## config.mk

```make
export PLATFORM = sky130hd
export DESIGN_NAME = bootprom_ctl_flat
export DESIGN_NICKNAME = d
export VERILOG_FILES = /design/src/rtl/bootprom_pkg.sv /design/src/rtl/bootprom_if.sv /design/src/rtl/bootprom_arb.sv /design/src/rtl/bootprom_ctl.sv /design/src/flat_wrapper.sv
export SDC_FILE = /design/constraint.sdc
export NUM_CORES = 1
export LEC_CHECK = 0
export CAP_MARGIN = 0
export CORE_ASPECT_RATIO = 0.75
export CORE_MARGIN = 3
export CORE_UTILIZATION = 35
export CTS_BUF_LIST = sky130_fd_sc_hd__clkbuf_2 sky130_fd_sc_hd__clkbuf_4 sky130_fd_sc_hd__clkbuf_8
export CTS_CLUSTER_SIZE = 25
export DETAILED_ROUTE_END_ITERATION = 6
export GPL_TIMING_DRIVEN = 0
export HOLD_SLACK_MARGIN = 0.02
export PLACE_DENSITY = 0.75
export SKIP_LAST_GASP = 1
export SLEW_MARGIN = 20
export SYNTH_ARGS = -nofsm -noshare
export SYNTH_HDL_FRONTEND = slang
export SYNTH_SLANG_ARGS = --single-unit
```

## constraint.sdc

```tcl
create_clock -name clk -period 2.05 [get_ports clk]
set_input_delay 0.41 -clock clk [delete_from_list [all_inputs] [get_ports clk]]
set_output_delay 0.41 -clock clk [all_outputs]
set_load 0.05 [all_outputs]
```

## src/rtl/bootprom_pkg.sv

```systemverilog
// rtl/bootprom_pkg.sv - shared types and constants for the boot EPROM controller
package bootprom_pkg;

  localparam int ROM_AW = 15;
  localparam int ROM_DW = 16;

  typedef enum logic [2:0] {
    IDLE,
    SETUP,
    ACCESS,
    ACK,
    RECOVER
  } state_t;

  // One-hot grant: bit 0 is the CPU port, bit 1 the debug/loader port.
  localparam logic [1:0] GNT_CPU = 2'b01;
  localparam logic [1:0] GNT_DBG = 2'b10;

endpackage

```

## src/rtl/bootprom_if.sv

```systemverilog
// rtl/bootprom_if.sv - requester handshakes and EPROM pins of the boot store
interface bootprom_if;
  import bootprom_pkg::*;

  logic              cpu_req;
  logic [ROM_AW-1:0] cpu_addr;
  logic              cpu_ack;
  logic              dbg_req;
  logic [ROM_AW-1:0] dbg_addr;
  logic              dbg_ack;
  logic [ROM_DW-1:0] rd_data;
  logic [ROM_AW-1:0] rom_addr;
  logic              rom_ce_n;
  logic              rom_oe_n;
  logic [7:0]        rom_data_h;
  logic [7:0]        rom_data_l;
  logic              busy;

  modport slave (
    input  cpu_req, cpu_addr, dbg_req, dbg_addr, rom_data_h, rom_data_l,
    output cpu_ack, dbg_ack, rd_data, rom_addr, rom_ce_n, rom_oe_n, busy
  );

  modport master (
    output cpu_req, cpu_addr, dbg_req, dbg_addr, rom_data_h, rom_data_l,
    input  cpu_ack, dbg_ack, rd_data, rom_addr, rom_ce_n, rom_oe_n, busy
  );

endinterface

```

## src/rtl/bootprom_arb.sv

```systemverilog
// rtl/bootprom_arb.sv - two-way round-robin arbiter between CPU and debug port
module bootprom_arb
  import bootprom_pkg::*;
(
  input  logic       clk,
  input  logic       reset,
  input  logic [1:0] req,
  input  logic       advance,
  output logic [1:0] gnt
);

  // ptr=0 favours the CPU on a tie, ptr=1 favours the debug port.
  logic ptr;

  always_comb begin
    gnt = req;
    if (req == 2'b11) begin
      gnt = ptr ? GNT_DBG : GNT_CPU;
    end
  end

  // Only a contested grant hands priority to the loser.
  always_ff @(posedge clk) begin
    if (reset) begin
      ptr <= 1'b0;
    end else if (advance && (req == 2'b11)) begin
      ptr <= ~ptr;
    end
  end

endmodule

```

## src/rtl/bootprom_ctl.sv

```systemverilog
// rtl/bootprom_ctl.sv - paired 27256 boot EPROM sequencer with shared req/ack ports
module bootprom_ctl
  import bootprom_pkg::*;
#(
  parameter int ACCESS_CYCLES   = 3,
  parameter int RECOVERY_CYCLES = 1
) (
  input  logic       clk,
  input  logic       reset,
  bootprom_if.slave  bus
);

  localparam logic [3:0] ACC_LOAD = 4'(ACCESS_CYCLES - 1);
  localparam logic [3:0] REC_LOAD = 4'(RECOVERY_CYCLES - 1);

  state_t     state;
  logic [3:0] cnt;
  logic [1:0] gnt;
  logic [1:0] gnt_q;
  logic       own_req;

  bootprom_arb u_arb (
    .clk     (clk),
    .reset   (reset),
    .req     ({bus.dbg_req, bus.cpu_req}),
    .advance (state == IDLE),
    .gnt     (gnt)
  );

  assign own_req = (gnt_q[0] & bus.cpu_req) | (gnt_q[1] & bus.dbg_req);

  always_ff @(posedge clk) begin
    if (reset) begin
      state        <= IDLE;
      cnt          <= '0;
      gnt_q        <= '0;
      bus.rom_ce_n <= 1'b1;
      bus.rom_oe_n <= 1'b1;
      bus.rom_addr <= '0;
      bus.rd_data  <= '0;
      bus.cpu_ack  <= 1'b0;
      bus.dbg_ack  <= 1'b0;
      bus.busy     <= 1'b0;
    end else begin
      case (state)
        IDLE: begin
          if (bus.cpu_req || bus.dbg_req) begin
            state        <= SETUP;
            gnt_q        <= gnt;
            bus.rom_addr <= gnt[1] ? bus.dbg_addr : bus.cpu_addr;
            bus.rom_ce_n <= 1'b0;
            bus.busy     <= 1'b1;
          end
        end
        SETUP: begin
          state        <= ACCESS;
          cnt          <= ACC_LOAD;
          bus.rom_oe_n <= 1'b0;
        end
        ACCESS: begin
          if (cnt == 4'd0) begin
            // The word is captured even when the requester has gone away.
            bus.rd_data  <= {bus.rom_data_h, bus.rom_data_l};
            bus.rom_oe_n <= 1'b1;
            if (own_req) begin
              state <= ACK;
            end else begin
              state        <= RECOVER;
              cnt          <= REC_LOAD;
              bus.rom_ce_n <= 1'b1;
            end
          end else begin
            cnt <= cnt - 4'd1;
          end
        end
        ACK: begin
          if (own_req) begin
            bus.cpu_ack <= gnt_q[0];
            bus.dbg_ack <= gnt_q[1];
          end else begin
            state        <= RECOVER;
            cnt          <= REC_LOAD;
            bus.cpu_ack  <= 1'b0;
            bus.dbg_ack  <= 1'b0;
            bus.rom_ce_n <= 1'b1;
          end
        end
        RECOVER: begin
          if (cnt == 4'd0) begin
            state    <= IDLE;
            bus.busy <= 1'b0;
          end else begin
            cnt <= cnt - 4'd1;
          end
        end
        default: begin
          state <= IDLE;
        end
      endcase
    end
  end

endmodule

```

## src/flat_wrapper.sv

```systemverilog
// flat-port wrapper written by rule: the top's interface ports become plain ports
module bootprom_ctl_flat import bootprom_pkg::*;
#(
  parameter int ACCESS_CYCLES   = 3,
  parameter int RECOVERY_CYCLES = 1
)
  (clk, reset, bus_cpu_req, bus_cpu_addr, bus_dbg_req, bus_dbg_addr, bus_rom_data_h, bus_rom_data_l, bus_cpu_ack, bus_dbg_ack, bus_rd_data, bus_rom_addr, bus_rom_ce_n, bus_rom_oe_n, bus_busy);
  bootprom_if bus_i ();
  input  logic clk;
  input  logic reset;
  input wire logic [$bits(bus_i.cpu_req)-1:0] bus_cpu_req;
  input wire logic [$bits(bus_i.cpu_addr)-1:0] bus_cpu_addr;
  input wire logic [$bits(bus_i.dbg_req)-1:0] bus_dbg_req;
  input wire logic [$bits(bus_i.dbg_addr)-1:0] bus_dbg_addr;
  input wire logic [$bits(bus_i.rom_data_h)-1:0] bus_rom_data_h;
  input wire logic [$bits(bus_i.rom_data_l)-1:0] bus_rom_data_l;
  output wire logic [$bits(bus_i.cpu_ack)-1:0] bus_cpu_ack;
  output wire logic [$bits(bus_i.dbg_ack)-1:0] bus_dbg_ack;
  output wire logic [$bits(bus_i.rd_data)-1:0] bus_rd_data;
  output wire logic [$bits(bus_i.rom_addr)-1:0] bus_rom_addr;
  output wire logic [$bits(bus_i.rom_ce_n)-1:0] bus_rom_ce_n;
  output wire logic [$bits(bus_i.rom_oe_n)-1:0] bus_rom_oe_n;
  output wire logic [$bits(bus_i.busy)-1:0] bus_busy;
  assign bus_i.cpu_req = bus_cpu_req;
  assign bus_i.cpu_addr = bus_cpu_addr;
  assign bus_i.dbg_req = bus_dbg_req;
  assign bus_i.dbg_addr = bus_dbg_addr;
  assign bus_i.rom_data_h = bus_rom_data_h;
  assign bus_i.rom_data_l = bus_rom_data_l;
  assign bus_cpu_ack = bus_i.cpu_ack;
  assign bus_dbg_ack = bus_i.dbg_ack;
  assign bus_rd_data = bus_i.rd_data;
  assign bus_rom_addr = bus_i.rom_addr;
  assign bus_rom_ce_n = bus_i.rom_ce_n;
  assign bus_rom_oe_n = bus_i.rom_oe_n;
  assign bus_busy = bus_i.busy;
  bootprom_ctl #(.ACCESS_CYCLES(ACCESS_CYCLES), .RECOVERY_CYCLES(RECOVERY_CYCLES)) u_core (.clk(clk), .reset(reset), .bus(bus_i));
endmodule
```

### After elaboration in Yosys (flattened, before gate mapping)

Cells that the tools add are included.

| operators by class | value |
|---|---|
| bitwise logic cells | 4 |
| mux-type cells | 24 |
| $add $sub $neg | 1 |
| eq/ne operators | 10 |
| reduce and logical (&&, ||, !) cells | 15 |

Operator list:

| operator | number |
|---|---|
| 4-bit one-hot mux with 4 select lines | 1 |
| 15-bit two-way mux | 1 |
| 3-bit two-way mux | 5 |
| 3-bit one-hot mux with 5 select lines | 1 |
| 4-bit two-way mux | 3 |
| 1-bit two-way mux | 8 |
| 2-bit AND reduction | 4 |
| 3-bit by 2-bit == test with 1-bit output (second input constant) | 2 |
| 2-bit by 1-bit != test with 1-bit output (second input constant) | 3 |
| 3-bit AND reduction | 2 |
| 4-bit zero test | 1 |
| 2-bit two-way mux | 2 |
| 2-bit != test (second input constant) | 2 |
| 1-bit one-hot mux with 2 select lines | 2 |
| 4-bit AND reduction | 1 |
| 2-bit nonzero test | 2 |
| 4-bit nonzero test | 1 |
| 4-bit by 1-bit subtractor with 4-bit output (second input constant) | 1 |
| 3-bit by 1-bit == test with 1-bit output (second input constant) | 1 |
| 3-bit == test (second input constant) | 1 |
| 3-bit zero test | 1 |
| 1-bit one-hot mux with 3 select lines | 1 |
| 3-bit nonzero test | 1 |
| 1-bit bitwise AND | 2 |
| 5 further kinds | 5 |

| storage, ports and cells | value |
|---|---|
| word-level logic and storage cells | 65 |
| flip-flop bits (word level) | 46 |
| input bits | 50 |

### Longest topological paths before layout

| logic depth | value |
|---|---|
| depth in word-level cells | 5 |
| gate-level depth with buffers | 8 |
| gate-level depth less buffers | 6 |

### Modules after synthesis

From an unflattened synthesis, not the netlist that was laid out.

| second synthesis, totals | value |
|---|---|
| cell total of the unflattened synthesis | 243 |
| area, all modules | 2,069.5 sq um |

Modules (own cells, without submodules):

| module | area each (sq um) | seq. area each (sq um) | cells an instance | times used |
|---|---|---|---|---|
| bootprom_ctl | 1,999.4 | 900.9 | 235 | 1 |
| bootprom_arb | 70.1 | 20.0 | 8 | 1 |

### Least setup slack after synthesis

No wires, ideal clock.

| timing | value |
|---|---|
| path type | register to register |
| start | reg u_core.cnt[0] |
| end | reg u_core.cnt[1] |
| setup slack | 0.264 ns |
| data arrival time | 1.667 ns |
| stages on the path, launching flop included | 8 |
| buffers on the path | 1 |
| cells stage by stage | dfxtp_1 inv_1 ha_1 or3b_1 buf_2 a311oi_1 a31oi_1 o31a_1 |

| on the way | value |
|---|---|
| word-level cells in the longest chain between the ends | 3 |
| elaborated cells between the ends (all ways) | 7 |

Ends and longest elaborated chain:

| item | line | text |
|---|---|---|
| from (decl) | bootprom_ctl.sv:17 | `logic [3:0] cnt;` |
| from (signal assigned) | bootprom_ctl.sv:73 | `cnt <= cnt - 4'd1;` |
| from (signal assigned) | bootprom_ctl.sv:93 | `cnt <= cnt - 4'd1;` |
| 4-bit by 1-bit subtractor with 4-bit output or 4-bit zero test (tied branches) | n/a |  |
| 4-bit two-way mux, or another cell as far along | bootprom_ctl.sv:89 | `if (cnt == 4'd0) begin` |
| 4-bit one-hot mux with 4 select lines or 2-bit AND reduction (tied branches) | n/a |  |

Parallel ways exist; a longest one is shown, timed or not. The select of a mux whose other input is x is not followed.
A chain may end at the register's enable or synchronous reset.

### Final worst setup path

| timing | value |
|---|---|
| start | reg u_core.bus.rom_addr[11] |
| end | out bus_rom_addr[11] |

RTL lines:

| item | line | text |
|---|---|---|
| from (decl) | bootprom_if.sv:21 | `output cpu_ack, dbg_ack, rd_data, rom_addr, rom_ce_n, rom_oe_n, busy` |
| from (signal assigned) | bootprom_ctl.sv:50 | `bus.rom_addr <= gnt[1] ? bus.dbg_addr : bus.cpu_addr;` |
| to (decl) | flat_wrapper.sv:20 | `output wire logic [$bits(bus_i.rom_addr)-1:0] bus_rom_addr;` |

No word-level cell between the ends.

==> impl_metrics.py <==
metrics = {
    "run_status": {
        "status": "finished, final reports clean",
    },
    "sta": {
        "setup_violations": 0,
        "min_period_ns": 1.91,
        "grt_setup_unrepaired": "no",
        "timing.final.max_slew_violations": 0,
        "timing.clock.skew_ns": 0.00516,
        "max_freq_mhz": 523,
        "timing.final.hold_violations": 0,
        "final.hold.worst_slack_ns": 0.456,
        "slew-limit-headroom_pct": 63.7,
        "min_period_over_period_pct": 93.2,
        "worst-slew-pin-transition_ns": 0.543,
        "worst_slack_ns": 0.139,
    },
    "critical_path": {
        "path_delay_family": "buffers and inverters",
        "required_ns": 1.64,
        "path_max_fanout": 2,
        "worstPathBufferInverterCount": 1,
        "setup.worst_path.end_class": "output pin",
        "worstPathCellList": "clkdlybuf4s50_1",
        "reg2reg_slack_ns": 0.15,
        "timing.critical_path.slowest_cell_delay_ns": 0.83,
        "worstSetupStartpoint": "u_core.bus.rom_addr[11]$_SDFFE_PP0P_",
        "critPathSlowestCell": "clkdlybuf4s50_1",
        "startpoint_type_of_the_worst_setup_path": "register",
        "timing.rr.start": "u_core.cnt[0]$_SDFFE_PP0P_",
        "arrival_ns": 1.50,
        "worst-setup-path-type": "register to output pin",
    },
    "pwr": {
        "share_seq_of_total_power_pct": 29.4,
        "power.switching_fraction_pct": 46.5,
        "netSwitchingPower_uw": 2110,
        "vdd_drop_max_mv": 0.678,
        "share_clk_of_total_power_pct": 15.0,
        "p_int_uw": 2430,
        "combPwrFrac_pct": 55.5,
        "power_leakage_uw": 0.00119,
        "power-per-cell-area_mw_per_mm2": 1440,
    },
    "layout": {
        "syn_to_final_growth_pct": 52.1,
        "layout.nets": 395,
        "ff_latch_area_um2": 922,
        "n_antenna_cell": 0,
        "fill_cells": 508,
        "layout.cell_area.non_filler_mm2": 0.00316,
        "final_layout_size_suffix_gt1_share_pct": 7.83,
        "area_of_the_multi_input_gates_mm2": 0.00107,
    },
    "yosys": {
        "avgSynthCellArea_um2": 8.24,
        "yosys_register_bits": 46,
        "synth_cell_types": 39,
        "synthesis.yosys.warnings": 0,
        "synth.yosys.seq_area_share_pct": 44.3,
        "synth_area_mm2": 0.00208,
        "mappedNetlistNets": 303,
        "synthesis.instances": 252,
    },
    "clock_network": {
        "cts.clk_slew.worst_paths_ns": 0.09,
        "clockBufferDepth": 2,
        "clk_root_buffer_cell": "clkbuf_8",
        "cts_made_buffers": 5,
        "ctsHtreeMaxLevel": 2,
        "worstSkewPairLatency_ns": 0.30,
        "tritoncts": "yes",
        "clock_sinks": 46,
    },
    "placement": {
        "gp_congestion": 0.823,
        "numPortBuffers": 83,
        "dp.final_hpwl_um": 4330,
        "post-place-ws_ns": -0.149,
        "dpl_cell_area_mm2": 0.00300,
    },
    "die": {
        "fp.dieArea_mm2": 0.00690,
        "dieHeight_um": 72.7,
        "num_rows": 23,
        "floorplan.initialDensity_pct": 37.6,
        "die_x_um": 95.0,
        "io_pins": 86,
        "coreArea_mm2": 0.00553,
    },
    "global_route": {
        "grt_pass1_vias": 1993,
        "grt_use_total_pct": 17.1,
        "pin_count_of_the_biggest_net_entering_global_routing": 16,
        "grt_pass1_wl_um": 9260,
        "grt.overflow.total": 0,
        "antenna_found_initial": 0,
    },
    "detailed_routing": {
        "via_count_normalized_by_instance_count": 4.98,
        "drt-total-wl_um": 5780,
        "wl_per_cell_um": 13.8,
        "drt-initial-drc-count": 117,
        "detail_route.drc_violations": 0,
        "firstDrtPassIters": 5,
        "drtAntennaViolNets": 0,
        "detailroute.via_count": 2091,
    },
    "run": {
        "maxCapViolCount": 0,
    },
    "worst_hold_path": {
        "hold_path_class": "register to register",
        "hold_path_startpoint": "u_core.bus.rd_data[1]$_SDFFE_PP0P_",
    },
}
-- worst paths after layout --
check                                        to  cells after the start
max                            bus_rom_addr[11]                      1
min          u_core.bus.rd_data[1]$_SDFFE_PP0P_                      2
max reg2reg          u_core.cnt[1]$_SDFFE_PP0P_                      7
min reg2reg  u_core.bus.rd_data[1]$_SDFFE_PP0P_                      2
-- flip-flops by register name (all words and copies together) (netlist names) --
register and flops:
u_core.bus.busy 1, u_core.bus.cpu_ack 1, u_core.bus.dbg_ack 1, u_core.bus.rd_data 16, u_core.bus.rom_addr 15, u_core.bus.rom_ce_n 1, u_core.bus.rom_oe_n 1, u_core.cnt 4
u_core.gnt_q 2, u_core.state 3, u_core.u_arb.ptr 1
-- cell usage in the layout (no fill, tap or decap), types with 3 or more instances in the layout --
| master | instances |
|---|---|
| clkdlybuf4s50_1 | 83 |
| dfxtp_1 | 45 |
| nand2_1 | 42 |
| nor2_1 | 29 |
| a21oi_1 | 27 |
| a211oi_1 | 17 |
| mux2i_1 | 15 |
| clkbuf_1 | 9 |
| inv_1 | 8 |
| o21ai_0 | 6 |
| buf_2 | 5 |
| clkbuf_8 | 5 |
| nor2b_1 | 4 |
| nand3_1 | 4 |
| nor3_1 | 4 |
| buf_4 | 3 |
| nand2b_1 | 3 |
| a22oi_1 | 3 |
| a31oi_1 | 3 |
-- layout make-up --
class	instances	share of cell area [%]
Buffer	17	2.57
Multi-Input combinational cell	181	33.9
Tap cell	75	2.97
Timing Repair Buffer	85	26.8
Clock inverter	3	1.43
Inverter	8	0.950
Clock buffer	5	2.18
Sequential cell	46	29.2
-- cell families after synthesis --
kind of cell,count (synthesis),synth area share [%]
muxes,16,7.77
buffers and inverters,25,5.36
AOI/OAI and AO/OA,68,21.0
and+or+nand+nor,95,20.5
adders and majority gates,1,0.602
DFF,46,44.3
xor gates and xnor gates,1,0.422
-- what timing repair did --
item / 4_1_cts / 5_1_grt
pin swaps: 0 / 1
setup endpoints to repair: 10 / 16
hold buffers: 0 / 0
hold endpoints to repair: 0 / 0
gates resized for setup: 1 / 5
setup buffers: 0 / 2
-- synth_stat cells --
cell type  count  area, µm²
or3b_1         1       8.76
clkbuf_1       9       33.8
nor3_4         1       16.3
inv_1          8       30.0
a31oi_1        3       18.8
a21oi_1       27        135
nor4_1         1       6.26
o31a_1         1       8.76
nand2_1       42        158
ha_1           1       12.5
o21ai_0        6       30.0
mux2i_1       15        150
buf_4          1       7.51
o221a_2        1       11.3
nand3_1        5       25.0
o22ai_1        1       6.26
o21ai_2        1       8.76
nor2b_1        4       25.0
o221ai_1       1       8.76
a32oi_1        1       8.76
mux2_2         1       11.3
or2_2          1       6.26
xor2_1         1       8.76
nor3_1         4       20.0
a2bb2oi_1      1       8.76
dfxtp_1       46        921
nand3b_1       1       7.51
a211oi_1      17        128
a211o_1        1       8.76
a22oi_1        3       22.5
buf_2          5       25.0
a21o_1         2       15.0
a311oi_1       2       17.5
nand2b_1       3       18.8
nor3b_2        1       12.5
nor2_1        29        109
buf_6          1       11.3
buf_1          1       3.75
or3_1          2       12.5
-- power by group through the flow --
stage               clock [µW]  combinational, µW  sequential, µW
detailed placement           0               2450            1350
global route               727               2730            1370
floorplan                    0                991            2030
CTS                        693               2470            1330
finish                     683               2520            1340
global placement             0               2430            1330
-- per-layer routing --
metal  global-route usage [%]  routed length, µm
met1                     21.1               2550
met2                     26.2               2380
met3                     8.66                770
met4                     4.96                 68
met5                        0                  0
-- metrics by stage --
stage               setup TNS (ns)  util, %  std cells  total power, µW
floorplan                        0        -        252             3020
global placement             -1.58     54.3        410             3760
detailed placement           -1.42     54.3        410             3790
CTS                              0     56.5        418             4490
global route                     0     57.2        420             4820
finish                           0     57.2        420             4540
(Power assumes the default switching activity.)
